===== config.mk =====
export PLATFORM = sky130hd
export DESIGN_NAME = if_stage_flat
export DESIGN_NICKNAME = d
export VERILOG_FILES = /design/src/rtl/cpu_pkg.sv /design/src/rtl/if_stage_if.sv /design/src/rtl/if_stage_ifid_reg.sv /design/src/rtl/if_stage.sv /design/src/flat_wrapper.sv
export SDC_FILE = /design/constraint.sdc
export NUM_CORES = 1
export LEC_CHECK = 0
export CAP_MARGIN = 40
export CORE_ASPECT_RATIO = 0.7
export CORE_UTILIZATION = 35
export DETAILED_ROUTE_END_ITERATION = 12
export PLACE_DENSITY = 0.68
export REMOVE_ABC_BUFFERS = 1
export SLEW_MARGIN = 20
export SYNTH_ARGS = -nofsm -noshare
export SYNTH_HDL_FRONTEND = slang
export SYNTH_SLANG_ARGS = --single-unit

===== constraint.sdc =====
create_clock -name clk -period 2.5 [get_ports clk]
set_input_delay 0.25 -clock clk [delete_from_list [all_inputs] [get_ports clk]]
set_output_delay 0.25 -clock clk [all_outputs]
set_load 0.02 [all_outputs]

===== src/rtl/cpu_pkg.sv =====
// Encodings and constants shared by the fetch stage, the hazard unit and the
// pipeline registers.
package cpu_pkg;

  typedef enum logic [1:0] {
    PCSRC_SEQ = 2'b00,
    PCSRC_BR  = 2'b01,
    PCSRC_J   = 2'b10,
    PCSRC_JR  = 2'b11
  } pcsrc_e;

  // 2'b11 is not a named code: pipeline registers treat it as hold.
  localparam logic [1:0] IFID_FLUSH = 2'b00;
  localparam logic [1:0] IFID_LOAD  = 2'b01;
  localparam logic [1:0] IFID_HOLD  = 2'b10;

  localparam logic [31:0] NOP      = 32'h0000_0000;
  localparam logic [31:0] RESET_PC = 32'h0000_0000;

  function automatic logic [31:0] word_align(input logic [31:0] addr);
    return {addr[31:2], 2'b00};
  endfunction

endpackage


===== src/rtl/if_stage_if.sv =====
// Fetch-stage bus: hazard/PC-source controls, redirect targets, the
// instruction-memory port and the IF/ID outputs.
interface if_stage_if;
  logic        PChazard;
  logic [1:0]  IFIDhazard;
  logic [1:0]  PCSrc;
  logic [31:0] BranchTarget;
  logic [31:0] JumpTarget;
  logic [31:0] RegTarget;
  logic [31:0] IFInst;
  logic [31:0] IFPC;
  logic [31:0] IDInst;
  logic [31:0] IDPCPlus4;
  logic        IDValid;
  logic [31:0] StallCount;
  logic [31:0] FlushCount;

  modport slave (
    input  PChazard, IFIDhazard, PCSrc, BranchTarget, JumpTarget, RegTarget, IFInst,
    output IFPC, IDInst, IDPCPlus4, IDValid, StallCount, FlushCount
  );

  modport master (
    output PChazard, IFIDhazard, PCSrc, BranchTarget, JumpTarget, RegTarget, IFInst,
    input  IFPC, IDInst, IDPCPlus4, IDValid, StallCount, FlushCount
  );
endinterface


===== src/rtl/if_stage_ifid_reg.sv =====
// Pipeline register for instruction, PC+4 and valid with load/flush/hold
// control; the same pattern is reused for ID/EX.
module ifid_reg
  import cpu_pkg::*;
#(
  parameter logic [31:0] FLUSH_INST = 32'h0000_0000
) (
  input  logic        clk,
  input  logic        reset,
  input  logic [1:0]  i_ctl,
  input  logic [31:0] i_inst,
  input  logic [31:0] i_pc_plus4,
  output logic [31:0] o_inst,
  output logic [31:0] o_pc_plus4,
  output logic        o_valid
);

  logic [31:0] r_inst;
  logic [31:0] r_pc_plus4;
  logic        r_valid;

  always_ff @(posedge clk) begin
    if (reset || i_ctl == IFID_FLUSH) begin
      r_inst     <= FLUSH_INST;
      r_pc_plus4 <= 32'h0;
      r_valid    <= 1'b0;
    end else if (i_ctl == IFID_LOAD) begin
      r_inst     <= i_inst;
      r_pc_plus4 <= i_pc_plus4;
      r_valid    <= 1'b1;
    end
  end

  assign o_inst     = r_inst;
  assign o_pc_plus4 = r_pc_plus4;
  assign o_valid    = r_valid;

endmodule


===== src/rtl/if_stage.sv =====
// Instruction-fetch stage: PC register, next-PC selection, IF/ID register and
// stall/flush performance counters.
module if_stage #(
  parameter logic [31:0] RESET_PC = 32'h0000_0000,
  parameter logic [31:0] NOP      = 32'h0000_0000
) (
  input  logic        clk,
  input  logic        reset,
  if_stage_if.slave   bus
);
  import cpu_pkg::*;

  logic [31:0] r_pc;
  logic [31:0] r_stall_cnt;
  logic [31:0] r_flush_cnt;
  logic [31:0] w_pc_plus4;
  logic [31:0] w_pc_next;

  assign w_pc_plus4 = r_pc + 32'd4;

  // A redirect wins over PChazard: a branch resolving in EX raises both.
  always_comb begin
    w_pc_next = w_pc_plus4;
    case (bus.PCSrc)
      PCSRC_BR: w_pc_next = word_align(bus.BranchTarget);
      PCSRC_J:  w_pc_next = word_align(bus.JumpTarget);
      PCSRC_JR: w_pc_next = word_align(bus.RegTarget);
      default:  if (bus.PChazard) w_pc_next = r_pc;
    endcase
  end

  always_ff @(posedge clk) begin
    if (reset) begin
      r_pc        <= RESET_PC;
      r_stall_cnt <= 32'h0;
      r_flush_cnt <= 32'h0;
    end else begin
      r_pc <= w_pc_next;
      if (bus.IFIDhazard[1])
        r_stall_cnt <= r_stall_cnt + 32'd1;
      if (bus.IFIDhazard == IFID_FLUSH)
        r_flush_cnt <= r_flush_cnt + 32'd1;
    end
  end

  ifid_reg #(.FLUSH_INST(NOP)) u_ifid (
    .clk        (clk),
    .reset      (reset),
    .i_ctl      (bus.IFIDhazard),
    .i_inst     (bus.IFInst),
    .i_pc_plus4 (w_pc_plus4),
    .o_inst     (bus.IDInst),
    .o_pc_plus4 (bus.IDPCPlus4),
    .o_valid    (bus.IDValid)
  );

  assign bus.IFPC       = r_pc;
  assign bus.StallCount = r_stall_cnt;
  assign bus.FlushCount = r_flush_cnt;

endmodule

===== src/flat_wrapper.sv =====
// flat-port wrapper written by rule: the top's interface ports become plain ports
module if_stage_flat import cpu_pkg::*;
#(
  parameter logic [31:0] RESET_PC = 32'h0000_0000,
  parameter logic [31:0] NOP      = 32'h0000_0000
)
  (clk, reset, bus_PChazard, bus_IFIDhazard, bus_PCSrc, bus_BranchTarget, bus_JumpTarget, bus_RegTarget, bus_IFInst, bus_IFPC, bus_IDInst, bus_IDPCPlus4, bus_IDValid, bus_StallCount, bus_FlushCount);
  if_stage_if bus_i ();
  input  logic clk;
  input  logic reset;
  input wire logic [$bits(bus_i.PChazard)-1:0] bus_PChazard;
  input wire logic [$bits(bus_i.IFIDhazard)-1:0] bus_IFIDhazard;
  input wire logic [$bits(bus_i.PCSrc)-1:0] bus_PCSrc;
  input wire logic [$bits(bus_i.BranchTarget)-1:0] bus_BranchTarget;
  input wire logic [$bits(bus_i.JumpTarget)-1:0] bus_JumpTarget;
  input wire logic [$bits(bus_i.RegTarget)-1:0] bus_RegTarget;
  input wire logic [$bits(bus_i.IFInst)-1:0] bus_IFInst;
  output wire logic [$bits(bus_i.IFPC)-1:0] bus_IFPC;
  output wire logic [$bits(bus_i.IDInst)-1:0] bus_IDInst;
  output wire logic [$bits(bus_i.IDPCPlus4)-1:0] bus_IDPCPlus4;
  output wire logic [$bits(bus_i.IDValid)-1:0] bus_IDValid;
  output wire logic [$bits(bus_i.StallCount)-1:0] bus_StallCount;
  output wire logic [$bits(bus_i.FlushCount)-1:0] bus_FlushCount;
  assign bus_i.PChazard = bus_PChazard;
  assign bus_i.IFIDhazard = bus_IFIDhazard;
  assign bus_i.PCSrc = bus_PCSrc;
  assign bus_i.BranchTarget = bus_BranchTarget;
  assign bus_i.JumpTarget = bus_JumpTarget;
  assign bus_i.RegTarget = bus_RegTarget;
  assign bus_i.IFInst = bus_IFInst;
  assign bus_IFPC = bus_i.IFPC;
  assign bus_IDInst = bus_i.IDInst;
  assign bus_IDPCPlus4 = bus_i.IDPCPlus4;
  assign bus_IDValid = bus_i.IDValid;
  assign bus_StallCount = bus_i.StallCount;
  assign bus_FlushCount = bus_i.FlushCount;
  if_stage #(.RESET_PC(RESET_PC), .NOP(NOP)) u_core (.clk(clk), .reset(reset), .bus(bus_i));
endmodule

==> reports/summary.txt, run 1 <==
RUN STATUS
----------------------------------------------------------------------------------------------------
Status                                                                                  complete, no violations

STA
----------------------------------------------------------------------------------------------------
Final hold vios                                                                                    0
Final total negative setup slack                                                                0 ns
Slew @ Worst Pin                                                                            0.526 ns
Unrepaired setup endpoints after global routing                                                   no
Final period util                                                                              0.885
Final-report setup violation count                                                                 0
Maximum clock rate                                                                         0.452 GHz
Fin. max-slew vios                                                                                 0
Min Tclk post-route                                                                          2.21 ns
Slew margin rel.                                                                               0.649
Worst Clk Skew                                                                             0.0108 ns

GLOBAL ROUTING
----------------------------------------------------------------------------------------------------
Number of antenna violations at the first check in global routing                                  0
Total grt overflow                                                                                 0
Via count of the first global-routing pass                                                      7273
Global-route wire length before repair                                                      38500 um
Total routing usage reported by global routing                                                 0.219
Largest net degree at the start of global routing                                                 43

CLOCK NETWORK
----------------------------------------------------------------------------------------------------
Clock insertion delay at the later pin of the skew report                                    0.43 ns
Clock-pin slew reported for the worst setup and hold paths after clock tree synthesis        0.07 ns
CTS root buffer                                                                            clkbuf_16
H-tree levels                                                                                      4
Clk sinks                                                                                        157
CTS buffer count                                                                                  17
Largest buffer count on any clock path                                                             2
Post-CTS Setup Repair Bufs                                                                         0
Clock tree from TritonCTS                                                                      built
Total of hold buffers inserted after clock tree synthesis                                          0
Number of gates given a new drive strength after cts                                               0

SETUP PATH
----------------------------------------------------------------------------------------------------
Maximum net fanout on the critical path                                                           10
CP Buf/Inv Count                                                                                   1
Category of the worst setup path capture point                                             flip-flop
Cell with the largest stage delay on the worst path                                          dfxtp_1
Start-to-end type of the worst setup path                                               flip-flop to flip-flop
Maximum cell stage delay along the critical path                                             0.50 ns
Cell breakdown of the critical path                                                     nand4_2 -> nor2_1 -> buf_4 -> nand4_1 -> or4_1 -> a31oi_1
Family of cells with the greatest summed delay on the critical path                     simple AND/OR/NAND/NOR gates
Nature of the critical path startpoint                                                     flip-flop
Arrival time of data at the critical path endpoint                                           2.56 ns
Critical path data required time                                                             2.85 ns

CELLS AND AREA
----------------------------------------------------------------------------------------------------
Most frequent cells in the layout                                                       clkdlybuf4s50_1, dfxtp_1, nand2_1
Share of layout cells above drive strength 1                                                  0.0737
Area taken by flip-flops and latches                                                      3140 sq um
Total inserted antenna cells                                                                       0
Layout filler cell count                                                                        1945
Number of nets in the layout                                                                    1338
Area growth from synthesis to final layout                                                     50.7%
Final instance count without filler cells                                                       1483
Area of the multi-input gates                                                             4030 sq um
Most common cell after layout, fill and taps aside                                      clkdlybuf4s50_1

POWER AND IR DROP
----------------------------------------------------------------------------------------------------
Static leakage power                                                                         4.00 nW
Worst VDD drop                                                                            0.000351 V
Ratio of total power to cell area                                                        542 nW/um^2

SYNTHESIS
----------------------------------------------------------------------------------------------------
Cell taking the most area after synthesis                                                    dfxtp_1
Area share of the leading cell type in the synthesized netlist                                 0.416
Most used flip-flop cell after synthesis                                                     dfxtp_1
Count of flip-flops with a built-in enable after synthesis                                         0
Synth Warn #                                                                                       0
Synthesized area per cell                                                                 8.18 sq um
Ranking of synthesized cells by area                                                    dfxtp_1, xnor2_1, nand2_1
Post-synthesis instance area                                                              7550 sq um
Async set or reset register ratio after synthesis                                                  0
Part of the Yosys area used for sequential elements                                            0.416
Yosys reg bits                                                                                   157
Yosys cell types                                                                                  50
Count of mapped cells out of synthesis                                                           923

MIN PATH
----------------------------------------------------------------------------------------------------
Path type of the worst min-delay path                                                   primary input to flip-flop

DIE
----------------------------------------------------------------------------------------------------
Starting Density                                                                               0.361
FP Rows                                                                                           44
Width of the chip                                                                             178 um
Placeable core region                                                                    20900 sq um
Area enclosed by the die boundary                                                        22200 sq um
Top Ports                                                                                        296
Die span in y                                                                                 125 um

ROUTE
----------------------------------------------------------------------------------------------------
Detailed-route vias per instance                                                                5.16
DR WL/cell                                                                                   16.2 um
Total wire length after detailed routing                                                    24100 um
DRC violations left                                                                                0
DR vias                                                                                         7651
Remaining antenna violation count after routing                                                    0
Detailed-routing iteration count for the pre-antenna-repair pass                                   8
DRC violation total after the first TritonRoute iteration                                        640

PLACE
----------------------------------------------------------------------------------------------------
Routability cong.                                                                              0.840
Post-DP HPWL                                                                                17400 um
Placed insts                                                                                    1452
Count of input and output buffers                                                                285

FLOW RUN
----------------------------------------------------------------------------------------------------
Maximum Capacitance Violations                                                                     0

## cell families (layout without fill, tap and decap cells)
| kind of cell | Yosys count | in the layout | synth area share |
|---|---|---|---|
| flip-flops | 157 | 157 | 0.416 |
| multiplexers | 8 | 8 | 0.0113 |
| buffers and inverters | 101 | 382 | 0.0532 |
| adder cells (fa/ha/maj) | 7 | 7 | 0.0116 |
| other | 1 | 4 | 0.000497 |
| AO/OA/AOI/OAI | 175 | 175 | 0.158 |
| XOR/XNOR | 85 | 85 | 0.0986 |
| AND/OR/NAND/NOR | 389 | 389 | 0.250 |
## metrics by stage
| step | area (sq um) | util | hold slack [ns] | worst slack [ns] | power, W |
|---|---|---|---|---|---|
| global placement | 10800 | 0.516 | 0.439 | 0.0769 | 0.00367 |
| finish | 11400 | 0.544 | 0.123 | 0.288 | 0.00616 |
| CTS | 11400 | 0.543 | 0.112 | 0.310 | 0.00622 |
| detailed placement | 10800 | 0.516 | 0.439 | 0.0177 | 0.00369 |
| floorplan | 7260 | - | 0.319 | -1.16 | 0.00312 |
| global route | 11400 | 0.544 | 0.129 | 0.109 | 0.00642 |
## synthesized netlist by cell type, types with 2 or more instances
cell type / n
clkbuf_1: 61
o21ai_0: 21
nand2_1: 121
nor2b_1: 5
mux2i_1: 4
dfxtp_1: 157
a41o_1: 2
nor3_2: 2
buf_1: 4
or3_1: 7
inv_1: 25
a22o_1: 16
a31oi_1: 8
nor3b_1: 2
a221oi_1: 5
a21oi_1: 64
o22ai_1: 4
or4_1: 7
and2_1: 5
nor4_1: 11
and4_1: 13
nand4_1: 17
nand3_1: 43
a211oi_1: 5
xnor2_1: 63
mux2_2: 4
a22oi_1: 12
nor3_1: 41
nor2_1: 93
a21o_1: 3
o211ai_1: 3
or2_2: 2
ha_1: 7
xor2_1: 22
nand2b_1: 5
and3_1: 9
a222oi_1: 29
buf_2: 6
buf_4: 4
## where the power goes
group,switching [W],internal [W]
logic,0.000469,0.000494
registers,0.0000898,0.00258
clock network,0.00110,0.00143
total,0.00166,0.00450
## routing by layer
metal  part of all wire  wire length, um  global-route usage  up-vias
li1                   -                -                   -     3802
met1               0.48            11500               0.302     3584
met2               0.43            10400               0.332      241
met3              0.077             1850              0.0595       24
met4              0.013              316              0.0628        0
met5                  0                0                   0        -
## sequential cells by signal, summed over array words and instances, names as in the netlist
name / cells
u_core.bus.FlushCount: 32
u_core.bus.StallCount: 32
u_core.u_ifid.o_inst: 32
u_core.bus.IFPC: 30
u_core.u_ifid.o_pc_plus4: 30
u_core.u_ifid.o_valid: 1
## final cells by class
type                            count  area share
Sequential cell                   157       0.276
Inverter                           26     0.00858
Timing Repair Buffer              326       0.281
Multi-Input combinational cell    668       0.354
Clock buffer                       19      0.0398
Tap cell                          276      0.0304
Clock inverter                     11     0.00968
## worst paths after layout
path	start	to	slack, ns	cells after the start
setup reg to reg	u_core.bus.IFPC[5]$_SDFFE_PP0P_	u_core.bus.IFPC[28]$_SDFFE_PP0P_	0.29	6
hold reg to reg	u_core.u_ifid.o_valid$_SDFFE_PP0N_	u_core.u_ifid.o_valid$_SDFFE_PP0N_	0.45	2
setup / recovery	u_core.bus.IFPC[5]$_SDFFE_PP0P_	u_core.bus.IFPC[28]$_SDFFE_PP0P_	0.29	6
hold / removal	reset	u_core.bus.FlushCount[24]$_SDFFE_PP0P_	0.12	2
No activity file was read; power rests on OpenSTA's default activity.
==> inputs of run 2 (changes only) <==
--- a/config.mk
+++ b/config.mk
@@ -7,9 +7,9 @@
 export LEC_CHECK = 0
 export CAP_MARGIN = 40
 export CORE_ASPECT_RATIO = 0.7
-export CORE_UTILIZATION = 35
+export CORE_UTILIZATION = 44
 export DETAILED_ROUTE_END_ITERATION = 12
-export PLACE_DENSITY = 0.68
+export PLACE_DENSITY = 0.82
 export REMOVE_ABC_BUFFERS = 1
 export SLEW_MARGIN = 20
 export SYNTH_ARGS = -nofsm -noshare
==> reports/summary.txt, run 2 (synthesis gave the netlist of run 1 again) <==
GLOBAL ROUTING
----------------------------------------------------------------------------------------------------
Total routing usage reported by global routing                                                 0.267   +0.0477
Largest net degree at the start of global routing                                                 54   +26%
Number of antenna violations at the first check in global routing                                  0   unchanged
Global-route met2 utilization                                                                  0.418   +0.0860
Grt met3 use                                                                                  0.0673   +0.00782
GR peak layer                                                                                   met2
Via count of the first global-routing pass                                                      7329   +0.77%
Met1 Resource Use GR                                                                           0.355   +0.0535
Total grt overflow                                                                                 0   unchanged
Global-route wire length before repair                                                      37400 um   -2.9%

STA
----------------------------------------------------------------------------------------------------
Min Tclk post-route                                                                          2.31 ns   +0.0968 ns
Final period util                                                                              0.924   +0.0387
Final total negative setup slack                                                                0 ns   unchanged
Final-report setup violation count                                                                 0   unchanged
Fin. max-slew vios                                                                                 0   unchanged
Maximum clock rate                                                                         0.433 GHz   -4.2%
Slew @ Worst Pin                                                                            0.494 ns   -0.0322 ns
Final hold vios                                                                                    0   unchanged
Worst Clk Skew                                                                             0.0115 ns   +0.000689 ns
Unrepaired setup endpoints after global routing                                                   no
Slew margin rel.                                                                               0.669   +0.0197

CLOCK NETWORK
----------------------------------------------------------------------------------------------------
Largest buffer count on any clock path                                                             2   unchanged
Clk sinks                                                                                        157   unchanged
Total of hold buffers inserted after clock tree synthesis                                          0   unchanged
CTS root buffer                                                                            clkbuf_16
Clock-pin slew reported for the worst setup and hold paths after clock tree synthesis        0.07 ns   about the same
Post-CTS Setup Repair Bufs                                                                         0   unchanged
Number of gates given a new drive strength after cts                                               0   unchanged
Clock insertion delay at the later pin of the skew report                                    0.42 ns   about the same
CTS buffer count                                                                                  17   unchanged
Clock tree from TritonCTS                                                                      built
H-tree levels                                                                                      4   unchanged

FLOW RUN
----------------------------------------------------------------------------------------------------
Maximum Capacitance Violations                                                                     0   unchanged

PLACE
----------------------------------------------------------------------------------------------------
Instance area after placement                                                            10700 sq um   -0.92%
Routability cong.                                                                              0.859   +2.2%
Placed insts                                                                                    1393   -4.1%
Post-DP HPWL                                                                                17100 um   -1.6%
Count of input and output buffers                                                                285   unchanged

CELLS AND AREA
----------------------------------------------------------------------------------------------------
Layout filler cell count                                                                        1276   -34%
Area of the multi-input gates                                                             4030 sq um   unchanged
Share of layout cells above drive strength 1                                                  0.0683   -0.00540
Area growth from synthesis to final layout                                                     49.9%
Most common cell after layout, fill and taps aside                                      clkdlybuf4s50_1
Area taken by flip-flops and latches                                                      3140 sq um   unchanged
Final instance count without filler cells                                                       1425   -3.9%
Most frequent cells in the layout                                                       clkdlybuf4s50_1, dfxtp_1, nand2_1
Total inserted antenna cells                                                                       0   unchanged
Number of nets in the layout                                                                    1329   -0.67%
Final instance area                                                                      11300 sq um   -0.52%

RUN STATUS
----------------------------------------------------------------------------------------------------
Status                                                                                  complete, no violations

DIE
----------------------------------------------------------------------------------------------------
Width of the chip                                                                             159 um   -11%
Top Ports                                                                                        296   unchanged
Area enclosed by the die boundary                                                        17700 sq um   -20%
Placeable core region                                                                    16500 sq um   -21%
Die span in y                                                                                 112 um   -11%
FP Rows                                                                                           39   -11%
Starting Density                                                                               0.456   +0.0955

ROUTE
----------------------------------------------------------------------------------------------------
Remaining antenna violation count after routing                                                    0   unchanged
DR vias                                                                                         7753   +1.3%
DR WL/cell                                                                                   16.6 um   +2.3%
Total wire length after detailed routing                                                    23700 um   -1.7%
Detailed-route vias per instance                                                                5.44   +5.5%
DRC violations left                                                                                0   unchanged
Detailed-routing iteration count for the pre-antenna-repair pass                                   5   -3
DRC violation total after the first TritonRoute iteration                                        596   -6.9%

POWER AND IR DROP
----------------------------------------------------------------------------------------------------
Static leakage power                                                                         3.99 nW   -0.32%
Worst VDD drop                                                                            0.000532 V   +52%
Ratio of total power to cell area                                                        565 nW/um^2   +4.3%

SETUP PATH
----------------------------------------------------------------------------------------------------
Family of cells with the greatest summed delay on the critical path                     simple AND/OR/NAND/NOR gates
Cell with the largest stage delay on the worst path                                           nor4_4
CP Buf/Inv Count                                                                                   0   -1
Cell breakdown of the critical path                                                     nand4_2 -> nor4_4 -> nand4_1 -> or4_1 -> a31oi_1
Maximum net fanout on the critical path                                                            9   -1
Critical path data required time                                                             2.85 ns   about the same
Category of the worst setup path capture point                                             flip-flop
Maximum cell stage delay along the critical path                                             0.53 ns   +0.03 ns
Start-to-end type of the worst setup path                                               flip-flop to flip-flop
Nature of the critical path startpoint                                                     flip-flop
Arrival time of data at the critical path endpoint                                           2.66 ns   +0.10 ns

MIN PATH
----------------------------------------------------------------------------------------------------
Path type of the worst min-delay path                                                   primary input to flip-flop

==> run 2: changes by cell type in the layout (fill, tap and decap cells not counted), sizes merged <==
cell / previous run / this run
clkinvlp: 3 / 2
clkbuf: 19 / 17
inv: 30 / 34
bufinv: 1 / 3
clkinv: 3 / 2
buf: 42 / 33
==> run 2: metal layers <==
layer / vias up / wire (um)
met1: 3644 / 10800
met4: 0 / 359
met3: 25 / 1850
met5: - / 0
met2: 296 / 10700
li1: 3788 / -
==> run 2: cell type report <==
type	instances	area share
flip-flops and latches	157	0.278
clock buffers	17	0.0376
well taps	225	0.0249
multi-input cells	668	0.356
repair buffers	317	0.278
clock inverters	15	0.0175
inverters	26	0.00862
==> run 2: worst register-to-register path, stage by stage, from the launching register on <==
cell and delay (ns):
dfxtp_1 0.51, nand4_2 0.33, nor4_4 0.53, nand4_1 0.25
or4_1 0.45, a31oi_1 0.16
==> run 2: worst paths after layout <==
path | startpoint | end | slack [ns] | depth (start not counted)
worst max register to register | u_core.bus.IFPC[5]$_SDFFE_PP0P_ | u_core.bus.IFPC[31]$_SDFFE_PP0P_ | 0.19 | 5
worst max-delay path | u_core.bus.IFPC[5]$_SDFFE_PP0P_ | u_core.bus.IFPC[31]$_SDFFE_PP0P_ | 0.19 | 5
worst min register to register | u_core.u_ifid.o_inst[21]$_SDFFE_PP0N_ | u_core.u_ifid.o_inst[21]$_SDFFE_PP0N_ | 0.46 | 2
worst min-delay path | reset | u_core.bus.IFPC[9]$_SDFFE_PP0P_ | 0.25 | 2
==> run 2: metrics by stage <==
stage               utilization  setup WS [ns]  total power (W)  hold slack, ns
floorplan                     -          -1.16          0.00312           0.319
global placement          0.646          0.160          0.00367           0.440
detailed placement        0.646         0.0868          0.00369           0.447
CTS                       0.684          0.251          0.00643           0.233
global route              0.684         0.0452          0.00662           0.252
finish                    0.684          0.191          0.00639           0.251
==> run 2: where the power goes <==
| part | internal [W] | switching [W] |
|---|---|---|
| Sequential | 0.00258 | 0.0000936 |
| Clock | 0.00161 | 0.00115 |
| Combinational | 0.000491 | 0.000471 |
| Total | 0.00468 | 0.00171 |
